$ cat src/rtl/sig_add_arbiter.sv
// sig_add_arbiter: shares one significand add/abs unit among NUM_REQ requesters.
// Optional macro SIG_ARB_FIXED_PRIO_EN selects fixed lowest-index priority.
module sig_add_arbiter #(
  parameter int NUM_REQ     = 4,
  parameter int ADD_LATENCY = 1,
  parameter int RSP_DEPTH   = 2,
  localparam int SW         = 42
) (
  input  logic                          CLK,
  input  logic                          RST,
  input  logic [NUM_REQ-1:0]            REQ_VALID,
  output logic [NUM_REQ-1:0]            REQ_READY,
  input  logic [NUM_REQ-1:0]            REQ_LARGEST_SIGN,
  input  logic [NUM_REQ-1:0][1:0]       REQ_OP_SIGNS,
  input  logic [NUM_REQ-1:0][1:0][SW-1:0] REQ_SIGNIFICANDS,
  output logic                          ADD_DVI,
  output logic                          ADD_LARGEST_SIGN,
  output logic [1:0]                    ADD_OP_SIGNS,
  output logic [1:0][SW-1:0]            ADD_SIGNIFICANDS,
  input  logic                          ADD_SIGN,
  input  logic [SW-1:0]                 ADD_SUM,
  output logic [NUM_REQ-1:0]            RSP_VALID,
  input  logic [NUM_REQ-1:0]            RSP_READY,
  output logic                          RSP_SIGN,
  output logic [SW-1:0]                 RSP_SUM
);

  localparam int TW = $clog2(NUM_REQ);
  localparam int PW = (RSP_DEPTH > 1) ? $clog2(RSP_DEPTH) : 1;
  localparam int CW = $clog2(RSP_DEPTH + 1);

  logic [CW-1:0] cnt_q, cnt_d;
  logic [CW-1:0] occ_q, occ_d;
  logic [PW-1:0] wr_q, wr_d;
  logic [PW-1:0] rd_q, rd_d;

  logic [TW-1:0] tag_mem_q [RSP_DEPTH];
  logic          sgn_mem_q [RSP_DEPTH];
  logic [SW-1:0] sum_mem_q [RSP_DEPTH];

  logic          ls_q;
  logic [1:0]    os_q;
  logic [1:0][SW-1:0] sig_q;

  logic          empty;
  logic          pop;
  logic          push;
  logic          credit_ok;
  logic          grant;
  logic          gnt_any;
  logic [TW-1:0] gnt_idx;
  logic [TW-1:0] base;
  logic [TW-1:0] head_tag;
  logic [TW-1:0] push_tag;
  logic [TW:0]   cand;

`ifdef SIG_ARB_FIXED_PRIO_EN
  assign base = '0;
`else
  logic [TW-1:0] ptr_q, ptr_d;

  assign base = ptr_q;

  always_comb begin
    ptr_d = ptr_q;
    if (grant)
      ptr_d = (gnt_idx == TW'(NUM_REQ-1)) ? '0 : gnt_idx + TW'(1);
  end

  always_ff @(posedge CLK) begin
    if (RST) ptr_q <= '0;
    else     ptr_q <= ptr_d;
  end
`endif

  // search upward from base with wrap; first valid requester wins
  always_comb begin
    gnt_any = 1'b0;
    gnt_idx = '0;
    cand    = '0;
    for (int i = 0; i < NUM_REQ; i++) begin
      cand = {1'b0, base} + (TW+1)'(i);
      if (cand >= (TW+1)'(NUM_REQ))
        cand = cand - (TW+1)'(NUM_REQ);
      if (!gnt_any && REQ_VALID[cand[TW-1:0]]) begin
        gnt_any = 1'b1;
        gnt_idx = cand[TW-1:0];
      end
    end
  end

  assign empty     = (occ_q == '0);
  assign head_tag  = tag_mem_q[rd_q];
  assign pop       = !RST && !empty && RSP_READY[head_tag];
  assign credit_ok = (cnt_q < CW'(RSP_DEPTH)) || pop;
  assign grant     = !RST && gnt_any && credit_ok;

  always_comb begin
    REQ_READY = '0;
    if (grant) REQ_READY[gnt_idx] = 1'b1;
  end

  assign ADD_DVI = grant;

  always_comb begin
    ADD_LARGEST_SIGN = ls_q;
    ADD_OP_SIGNS     = os_q;
    ADD_SIGNIFICANDS = sig_q;
    if (grant) begin
      ADD_LARGEST_SIGN = REQ_LARGEST_SIGN[gnt_idx];
      ADD_OP_SIGNS     = REQ_OP_SIGNS[gnt_idx];
      ADD_SIGNIFICANDS = REQ_SIGNIFICANDS[gnt_idx];
    end
  end

  always_ff @(posedge CLK) begin
    if (RST) begin
      ls_q  <= 1'b0;
      os_q  <= '0;
      sig_q <= '0;
    end else if (grant) begin
      ls_q  <= ADD_LARGEST_SIGN;
      os_q  <= ADD_OP_SIGNS;
      sig_q <= ADD_SIGNIFICANDS;
    end
  end

  generate
    if (ADD_LATENCY == 0) begin : g_lat0
      assign push     = grant;
      assign push_tag = gnt_idx;
    end else begin : g_lat1
      logic          tv_q;
      logic [TW-1:0] tt_q;
      always_ff @(posedge CLK) begin
        if (RST) begin
          tv_q <= 1'b0;
          tt_q <= '0;
        end else begin
          tv_q <= grant;
          tt_q <= gnt_idx;
        end
      end
      assign push     = tv_q;
      assign push_tag = tt_q;
    end
  endgenerate

  function automatic logic [PW-1:0] inc(input logic [PW-1:0] p);
    return (p == PW'(RSP_DEPTH-1)) ? '0 : p + PW'(1);
  endfunction

  always_comb begin
    wr_d  = push ? inc(wr_q) : wr_q;
    rd_d  = pop  ? inc(rd_q) : rd_q;
    occ_d = occ_q + CW'(push) - CW'(pop);
    cnt_d = cnt_q + CW'(grant) - CW'(pop);
  end

  always_ff @(posedge CLK) begin
    if (RST) begin
      cnt_q <= '0;
      occ_q <= '0;
      wr_q  <= '0;
      rd_q  <= '0;
    end else begin
      cnt_q <= cnt_d;
      occ_q <= occ_d;
      wr_q  <= wr_d;
      rd_q  <= rd_d;
    end
  end

  always_ff @(posedge CLK) begin
    if (push) begin
      tag_mem_q[wr_q] <= push_tag;
      sgn_mem_q[wr_q] <= ADD_SIGN;
      sum_mem_q[wr_q] <= ADD_SUM;
    end
  end

  always_comb begin
    RSP_VALID = '0;
    if (!RST && !empty) RSP_VALID[head_tag] = 1'b1;
  end

  assign RSP_SIGN = sgn_mem_q[rd_q];
  assign RSP_SUM  = sum_mem_q[rd_q];

endmodule

$ cat config.mk
export PLATFORM = sky130hd
export DESIGN_NAME = sig_add_arbiter
export DESIGN_NICKNAME = d
export VERILOG_FILES = /design/src/rtl/sig_add_arbiter.sv
export SDC_FILE = /design/constraint.sdc
export NUM_CORES = 1
export LEC_CHECK = 0
export BUFFER_PORTS_ARGS = -buffer_cell sky130_fd_sc_hd__buf_2
export CAP_MARGIN = 10
export CORE_AREA = 3 3 207 209
export DETAILED_ROUTE_END_ITERATION = 7
export DIE_AREA = 0 0 210 212
export PLACE_DENSITY = 0.6
export SLEW_MARGIN = 5
export SYNTH_ARGS = -nofsm -noshare
export SYNTH_HDL_FRONTEND = slang
export SYNTH_SLANG_ARGS = --single-unit
$ cat constraint.sdc
create_clock -name CLK -period 3 [get_ports CLK]
set_input_delay 0.3 -clock CLK [delete_from_list [all_inputs] [get_ports CLK]]
set_output_delay 0.3 -clock CLK [all_outputs]
set_load 0.1 [all_outputs]
==> results_dict.tcl, run 1 <==
set metrics [dict create \
    fin_ws_ns -0.185 \
    fin_crit_ns 3.18 \
    antenna_found_initial 9 \
    power.internal_mw 9.84 \
    p_switching_mw 12.0 \
    synthMuxAreaShare_pct 4.74 \
    ys_async_sr_fraction_pct 0 \
    post_dp_cell_area_um2 15300 \
    hold_class "in2reg" \
    synth_top_cell_by_area "edfxtp_1" \
    maxCapViolations 0 \
    combPwrFrac_pct 71.9 \
    synth_top_family_by_area "simple AND/OR/NAND/NOR gates" \
    path_class "reg2out" \
    grtUsageTotal_pct 19.4 \
    total_leakage_power_nw 7.17 \
    vias_per_cell 5.08 \
    synth_xor_area_share_pct 0.504 \
    cp_top_family "compound AO/OA/AOI/OAI gates" \
    worstPathArrival_ns 2.88 \
    rows 74 \
    cts_tree "yes" \
    synth_flop_cell "dfxtp_1" \
    cp_slowest_cell "edfxtp_1" \
    place_congestion 0.903 \
    die_h_um 212 \
    die_x_um 210 \
    ys_types 45 \
    status "finished with violations" \
    critPathMaxFanout 8 \
    layout.nets 2153 \
    synth_simple_gate_area_share_pct 23.9 \
    slew_viol_final 0 \
    synth_fp_nets 1616 \
    critPathMaxStageDelay_ns 0.46 \
    powerDensity_nw_per_um2 1300 \
    synth-edff-count 90 \
    finalSetupViolations 87 \
    end_kind "output port" \
    synth_area_um2 10400 \
    antenna_left 0 \
    fmax_mhz 314 \
    yosys-top-cells-area "edfxtp_1 (26%), dfxtp_1 (19%), nand2_1 (16%), a311o_1 (8.4%), nor3b_1 (6.4%)" \
    violations "setup timing" \
    drt_iter0_markers 740 \
    stdcell_area_um2 16800 \
    io_buffers 539 \
    start_util_pct 25.4 \
    layout-drive-gt1-share_pct 46.3 \
    dr.pass1.iters 5 \
    fin_setup_tns_ns -11.14 \
    worstPathRequired_ns 2.70 \
    drt_wl_total_um 46000 \
    syn_to_final_growth_pct 61.6 \
    fin_skew_ns 0.0257 \
    critPathLaunchType "register" \
    path_cells "nor3b_2, o21ai_1, a41o_2, a211o_4, buf_12, buf_16, a311o_1, nand2_2, buf_12" \
    hold_viol 0 \
    cts.clk_slew.worst_paths_ns 0.07 \
    place_hpwl_um 31900 \
    routedWlPerCell_um 20.0 \
    numCtsBuffers 17 \
    die_area_um2 44500 \
    clk_latency_ns 0.46 \
    grt-ovfl-total 0 \
    seqPwrFrac_pct 17.8 \
    core_um2 41000 \
    synth_most_common_cell "nand2_1" \
    p_clk_share_pct 10.3 \
    synth_compound_area_share_pct 20.2 \
    ioPinCount 540 \
    path_common_cell "buf_12" \
    drc 0 \
    grt_pass1_vias 11661 \
    ys_ff_latch 189 \
    grt_pass1_wl_um 67200 \
    worstPathBufferInverterCount 3 \
    root_buffer "clkbuf_16" \
    vias 11665 \
    irDropWorstVdd_uv 1010 \
    postSynthAreaPerCell_um2 8.63 \
    ys.warnings.count 0 \
    synth_top_cells_by_count "nand2_1 (436), dfxtp_1 (99), edfxtp_1 (90)" \
    synth_cells 1208 \
    switching_share_pct 55.0 \
    synth-adder-area-share_pct 0.841 \
    grt_max_degree 90 \
    slew_headroom_pct 52.3 \
    synth_top_area_share_pct 25.9 \
    fin_crit_sh_pct 106 \
    cts_sinks 189 \
    clk_path_buf_depth 2 \
    seq_area_frac_synth_pct 45.0 \
    grt_setup_unrepaired "true" \
    cts-htree-levels 4 \
    worst_pin_slew_ns 0.714 \
]
## cells by family (layout without fill, tap and decap cells)
| group | Yosys count | count (layout) |
|---|---|---|
| AND/OR/NAND/NOR | 559 | 559 |
| AO/OA/AOI/OAI | 280 | 282 |
| flip-flops | 189 | 189 |
| buffers and inverters | 123 | 671 |
| multiplexers | 44 | 44 |
| adder cells (fa/ha/maj) | 7 | 7 |
| XOR/XNOR | 6 | 6 |
| other | 0 | 8 |
## cells in the final DEF, fill, tap and decap left out, types with 2 or more instances in the layout
cell,count
a211o_4,3
a211oi_1,86
a21oi_1,3
a21oi_4,2
a311o_1,87
and3_4,4
buf_12,108
buf_16,8
buf_2,447
buf_4,45
buf_6,9
buf_8,2
bufbuf_16,3
clkbuf_16,19
clkinv_2,4
clkinv_4,2
clkinv_8,2
clkinvlp_4,2
dfxtp_1,96
dfxtp_4,2
diode_2,8
edfxtp_1,90
ha_1,7
inv_1,9
inv_6,2
inv_8,6
mux2_2,43
nand2_1,349
nand2_2,87
nand2b_1,2
nor2_1,15
nor2_4,2
nor3b_1,87
nor3b_2,2
o21ai_0,13
o21ai_1,79
xnor2_1,3
xor2_1,3
## what timing repair did
item,in CTS,in global routing
endpoints found under the hold margin,2,0
buffers inserted,17,9
pin swaps,8,18
setup endpoints to repair,91,91
cloned,11,2
hold buffers,1,0
gates resized for setup,106,32
## stage by stage
step / hold slack [ns] / std cells / util, % / power [mW] / setup slack (ns)
after floorplan: 0.372 / 1208 / - / 13.5 / 0.0898
after global placement: 0.413 / 2220 / 37.4 / 18.6 / 0.184
after detailed placement: 0.421 / 2220 / 37.4 / 18.7 / 0.184
after CTS: 0.00167 / 2280 / 40.5 / 21.8 / -0.194
after global routing: 0.000135 / 2297 / 41.0 / 22.8 / -0.306
final: 0.0348 / 2298 / 41.1 / 21.9 / -0.185
## final cells by class
cell class / instances / area, µm²
Timing Repair Buffer: 625 / 5250
Inverter: 13 / 61.3
Fill cell: 4083 / 24200
Sequential cell: 189 / 4690
Timing Repair inverter: 1 / 6.26
Clock buffer: 17 / 425
Tap cell: 532 / 666
Antenna cell: 8 / 20.0
Multi-Input combinational cell: 898 / 5570
Clock inverter: 15 / 146
## flip-flops by register name (all words and copies together) (netlist names), 2 cells and up, named ones only
register / flops
cnt_q: 2
sgn_mem_q: 2
os_q: 2
tag_mem_q: 4
sig_q: 84
g_lat1.tt_q: 2
base: 2
occ_q: 2
sum_mem_q: 84
## power by group through the flow
| stage | sequential, mW | combinational [mW] | clock, mW |
|---|---|---|---|
| 2_1_floorplan | 3.83 | 9.69 | 0 |
| 3_3_place_gp | 3.88 | 14.7 | 0 |
| 3_5_place_dp | 3.91 | 14.7 | 0 |
| 4_1_cts | 3.88 | 15.6 | 2.35 |
| 5_1_grt | 3.97 | 16.4 | 2.44 |
| 6_report | 3.89 | 15.7 | 2.26 |
## worst register-to-register path, stage by stage, from the launching register on
cell and delay [ns]:
edfxtp_1 0.46, nor3b_2 0.26, o21ai_1 0.10, a41o_2 0.28
buf_4 0.14, buf_6 0.12, buf_6 0.12, inv_1 0.11
ha_1 0.28, or3_1 0.34, o21ai_0 0.19, xor2_1 0.17
nor2_1 0.05
## metal layers
metal  share of wire, %  GRT usage [%]  vias up
met5              0.059              0        -
met4                2.5           7.02        4
met3                9.2           6.23       67
met2                 49           32.9      587
met1                 39           23.3     5581
li1                   -              -     5426
## path summary, 6_finish.rpt
kind,from,end,slack [ns],depth (start not counted)
max,tag_mem_q[1][0],ADD_SIGNIFICANDS[58],-0.18,9
min,ADD_SUM[24],sum_mem_q[1][24],0.03,1
max reg2reg,tag_mem_q[1][0],cnt_q[1],0.29,12
min reg2reg,g_lat1.tt_q[1],tag_mem_q[0][1],0.44,0
(Power assumes the default switching activity.)
==> inputs of run 2 (changes only) <==
--- a/config.mk
+++ b/config.mk
@@ -7,11 +7,12 @@
 export LEC_CHECK = 0
 export BUFFER_PORTS_ARGS = -buffer_cell sky130_fd_sc_hd__buf_2
 export CAP_MARGIN = 10
-export CORE_AREA = 3 3 207 209
+export CORE_AREA = 8 8 206 208
 export DETAILED_ROUTE_END_ITERATION = 7
-export DIE_AREA = 0 0 210 212
-export PLACE_DENSITY = 0.6
+export DIE_AREA = 0 0 214 216
+export PLACE_DENSITY = 0.62
 export SLEW_MARGIN = 5
 export SYNTH_ARGS = -nofsm -noshare
 export SYNTH_HDL_FRONTEND = slang
 export SYNTH_SLANG_ARGS = --single-unit
+export TNS_END_PERCENT = 30
==> results_dict.tcl, run 2 (same netlist as run 1, synthesis figures left out) <==
set metrics [dict create \
    top_regs "sig_q (84), sum_mem_q (84), tag_mem_q (4)" \
    hold_viol 0 \
    slew_headroom_pct 53.4 \
    final_common_cell "buf_2" \
    die_x_um 214 \
    fin_crit_sh_pct 103 \
    hold_path_depth 1 \
    mostFrequentLayoutCells "buf_2 (447), nand2_1 (383), dfxtp_1 (98), buf_12 (98), edfxtp_1 (90)" \
    io_buffers 539 \
    stdcell_area_um2 16200 \
    grt_pass1_wl_um 69300 \
    vias 11398 \
    die_area_um2 46200 \
    syn_to_final_growth_pct 55.4 \
    worst_pin_slew_ns 0.698 \
    place_congestion 0.943 \
    grt_setup_unrepaired "true" \
    dr.pass1.iters 5 \
    clk_latency_ns 0.45 \
    switching_share_pct 55.7 \
    power.total_mw 21.4 \
    power.internal_mw 9.47 \
    utilization_pct 41.3 \
    fin_setup_tns_ns -2.25 \
    antenna_left 0 \
    grt_max_degree 90 \
    violations "setup timing" \
    die_h_um 216 \
    numCtsBuffers 17 \
    rows 73 \
    slew_viol_final 0 \
    vias_per_cell 5.06 \
    status "finished with violations" \
    maxCapViolations 0 \
    place_hpwl_um 33700 \
    ioPinCount 540 \
    drc 0 \
    seqPwrFrac_pct 18.1 \
    cts_tree "yes" \
    cts_sinks 189 \
    start_util_pct 26.6 \
    post_dp_cell_area_um2 15100 \
    layout-drive-gt1-share_pct 42.8 \
    p_clk_share_pct 11.1 \
    total_leakage_power_nw 6.91 \
    worstPathRequired_ns 2.70 \
    root_buffer "clkbuf_16" \
    grt_pass1_vias 11745 \
    end_kind "output port" \
    path_class "reg2out" \
    irDropWorstVdd_uv 1020 \
    clk_path_buf_depth 2 \
    antenna_found_initial 7 \
    hold_class "in2reg" \
    drt_iter0_markers 868 \
    layout.nets 2117 \
    rr_worst_depth 11 \
    finalSetupViolations 69 \
    cts-htree-levels 4 \
    cts.clk_slew.worst_paths_ns 0.08 \
    fmax_mhz 322 \
    critPathLaunchType "register" \
    fin_skew_ns 0.0173 \
    fin_crit_ns 3.10 \
    core_um2 39200 \
    grt-ovfl-total 0 \
    routedWlPerCell_um 20.9 \
    fin_ws_ns -0.103 \
    critPathMaxFanout 52 \
    powerDensity_nw_per_um2 1320 \
    p_switching_mw 11.9 \
    worstPathArrival_ns 2.80 \
    grtUsageTotal_pct 19.0 \
    drt_wl_total_um 47000 \
    combPwrFrac_pct 70.8 \
]
## run 2: routing by layer
layer | routed length, µm | global-route usage [%] | vias up | share of wire (%)
met2 | 23600 | 33.1 | 528 | 50
met5 | 0 | 0 | - | 0
met4 | 1250 | 6.83 | 0 | 2.7
met1 | 18300 | 21.8 | 5464 | 39
li1 | - | - | 5342 | -
met3 | 3830 | 5.78 | 64 | 8.2
## run 2: power by group through the flow
stage	logic (mW)	registers (mW)	clock network, mW
floorplan	9.69	3.83	0
global placement	14.6	3.87	0
detailed placement	14.7	3.90	0
global route	15.7	3.95	2.53
CTS	15.0	3.85	2.46
finish	15.1	3.86	2.36
## run 2: what timing repair did
item,in CTS,in global routing
setup buffers,5,4
pin swaps,2,4
hold buffers,2,0
cloned,3,1
endpoints found under the hold margin,4,0
setup endpoints to repair,88,90
resized for setup,20,53
## run 2: final cells by class
cell class | count | area, µm²
flip-flops and latches | 189 | 4690
repair buffers | 592 | 4720
inverters | 13 | 62.6
fillers | 3917 | 23000
clock inverters | 15 | 184
multi-input cells | 896 | 5450
diodes | 7 | 17.5
clock buffers | 17 | 425
well taps | 525 | 657
## run 2: path summary, 6_finish.rpt
path                    from  slack (ns)                   end
max          tag_mem_q[0][1]       -0.10  ADD_SIGNIFICANDS[51]
min               ADD_SUM[1]        0.05       sum_mem_q[1][1]
max reg2reg  tag_mem_q[1][1]        0.43              cnt_q[1]
min reg2reg        sig_q[30]        0.45             sig_q[30]
## run 2: critical path, stage by stage, from the launching register on
cell and delay, ns:
edfxtp_1 0.46, nor3b_2 0.25, o21ai_1 0.09, a41o_1 0.26
a211o_4 0.38, buf_12 0.19, a311o_1 0.34, nand2_2 0.14
buf_12 0.19
## run 2: through the flow
step,hold slack (ns),setup WS (ns),cells
final,0.0454,-0.103,2254
after global routing,0.0121,-0.226,2251
after CTS,0.000789,-0.136,2242
after detailed placement,0.440,0.0932,2200
after global placement,0.436,0.142,2200
after floorplan,0.372,0.0898,1208
==> inputs of run 3 (changes only) <==
--- a/config.mk
+++ b/config.mk
@@ -10,7 +10,9 @@
 export CORE_AREA = 8 8 206 208
 export DETAILED_ROUTE_END_ITERATION = 7
 export DIE_AREA = 0 0 214 216
+export HOLD_SLACK_MARGIN = 0.03
 export PLACE_DENSITY = 0.62
+export REMOVE_ABC_BUFFERS = 1
 export SLEW_MARGIN = 5
 export SYNTH_ARGS = -nofsm -noshare
 export SYNTH_HDL_FRONTEND = slang
==> results_dict.tcl, run 3 (same netlist as run 1, synthesis figures left out) <==
set metrics [dict create \
    layout.nets 2180 \
    worstPathArrival_ns 2.94 \
    cp_top_family "compound AO/OA/AOI/OAI gates" \
    worst_pin_slew_ns 0.828 \
    core_um2 39200 \
    r2r_setup_slack_ns 0.33 \
    vias_per_cell 5.05 \
    hold_viol 0 \
    die_h_um 216 \
    maxCapViolations 0 \
    place_congestion 0.878 \
    ioPinCount 540 \
    violations "setup timing" \
    drt_wl_total_um 49800 \
    grt-ovfl-total 0 \
    slew_headroom_pct 44.8 \
    top_regs "sig_q (84), sum_mem_q (84), tag_mem_q (4)" \
    power.total_mw 21.7 \
    antenna_left 0 \
    hold_path_depth 1 \
    path_common_cell "buf_12" \
    fmax_mhz 309 \
    grt_pass1_wl_um 74400 \
    clk_path_buf_depth 2 \
    start_util_pct 26.6 \
    cp_slowest_cell "edfxtp_1" \
    total_leakage_power_nw 7.21 \
    final_common_cell "buf_2" \
    fin_crit_sh_pct 108 \
    end_kind "output port" \
    dp_cells 2207 \
    critPathMaxStageDelay_ns 0.49 \
    syn_to_final_growth_pct 62.2 \
    whs_endpoint "sum_mem_q[1][20]" \
    grtUsageTotal_pct 20.6 \
    reg2reg_from "tag_mem_q[1][1]" \
    path_class "reg2out" \
    layout-drive-gt1-share_pct 43.5 \
    routedWlPerCell_um 21.5 \
    grt_setup_unrepaired "true" \
    grt_pass1_vias 12239 \
    critPathMaxFanout 25 \
    rr_worst_depth 11 \
    dr.pass1.iters 7 \
    clk_latency_ns 0.45 \
    critPathLaunchType "register" \
    die_area_um2 46200 \
    fin_ws_ns -0.237 \
    vias 11738 \
    rows 73 \
    worstPathBufferInverterCount 3 \
    path_cells "and4b_1, a31oi_2, a41o_4, a211o_4, buf_12, buf_16, a311o_1, nand2_2, buf_12" \
    utilization_pct 43.1 \
    status "finished with violations" \
    grt_max_degree 90 \
    numCtsBuffers 17 \
    cp-startpoint "tag_mem_q[1][0]" \
    cts_sinks 189 \
    final_cells 2323 \
    fin_crit_ns 3.24 \
    drt_iter0_markers 948 \
    io_buffers 539 \
    place_hpwl_um 35900 \
    hold_class "in2reg" \
    die_x_um 214 \
    antenna_found_initial 26 \
    slew_viol_final 0 \
    finalSetupViolations 87 \
    drc 0 \
    powerDensity_nw_per_um2 1280 \
    root_buffer "clkbuf_16" \
    cts_tree "yes" \
    irDropWorstVdd_uv 1010 \
    fin_skew_ns 0.0140 \
    cts.clk_slew.worst_paths_ns 0.07 \
    worstPathRequired_ns 2.70 \
    hp-start "ADD_SUM[20]" \
    mostFrequentLayoutCells "buf_2 (446), nand2_1 (367), buf_12 (104)" \
    cts-htree-levels 4 \
    r2r-end "cnt_q[1]" \
]
[run 3: worst max-delay path by stage]
stage / to / slack (ns) / depth (start not counted)
6_report: ADD_SIGNIFICANDS[37] / -0.24 / 9
5_1_grt: ADD_SIGNIFICANDS[11] / -0.32 / 9
4_1_cts: ADD_SIGNIFICANDS[14] / -0.19 / 10
3_5_place_dp: ADD_SIGNIFICANDS[41] / 0.12 / 10
3_3_place_gp: ADD_SIGNIFICANDS[41] / 0.1 / 10
2_1_floorplan: ADD_LARGEST_SIGN / -6.30 / 7
[run 3: worst register-to-register path: stages, from the launching register on]
cell,delay [ns]
edfxtp_1,0.42
buf_6,0.15
and4b_1,0.22
a31oi_2,0.20
a41o_4,0.24
buf_4,0.14
inv_1,0.09
ha_1,0.33
or3_1,0.37
o21ai_0,0.20
xor2_1,0.17
nor2_1,0.05
[run 3: cell type report]
class / count / area, µm²
multi-input cells: 896 / 5510
repair buffers: 655 / 5360
inverters: 13 / 57.6
clock buffers: 18 / 429
well taps: 525 / 657
clock inverters: 14 / 170
diodes: 13 / 32.5
fillers: 3818 / 22300
flip-flops and latches: 189 / 4690
[run 3: routing by layer]
metal	vias to the layer above	share of wire, %	track usage, %
li1	5469	-	-
met1	5555	38	22.9
met2	595	49	34.4
met3	103	9.7	7.59
met4	16	3.5	10.2
met5	-	0.20	0
[run 3: repair_timing]
item	CTS	global route
pin swaps	6	7
hold endpoints to repair	84	0
cloned	4	0
setup buffers	26	0
hold buffers	42	0
resized for setup	90	10
endpoints found under the setup margin	88	91
[run 3: power by group]
part           total [mW]  leakage, nW  internal, mW  switching (mW)
Sequential           3.88         1.66          3.52           0.360
Clock                2.37        0.291          1.20            1.17
Combinational        15.4         5.26          4.93            10.5
[run 3: per-stage QoR]
step	hold slack (ns)	TNS [ns]	worst slack, ns	instance area [µm²]
after floorplan	0.372	-1077.04	-6.30	9960
after detailed placement	0.411	0	0.118	15300
final	0.0676	-14.40	-0.237	16900
after global routing	0.0414	-22.54	-0.323	16900
after CTS	0.0339	-11.00	-0.188	16900
after global placement	0.409	0	0.0994	15300
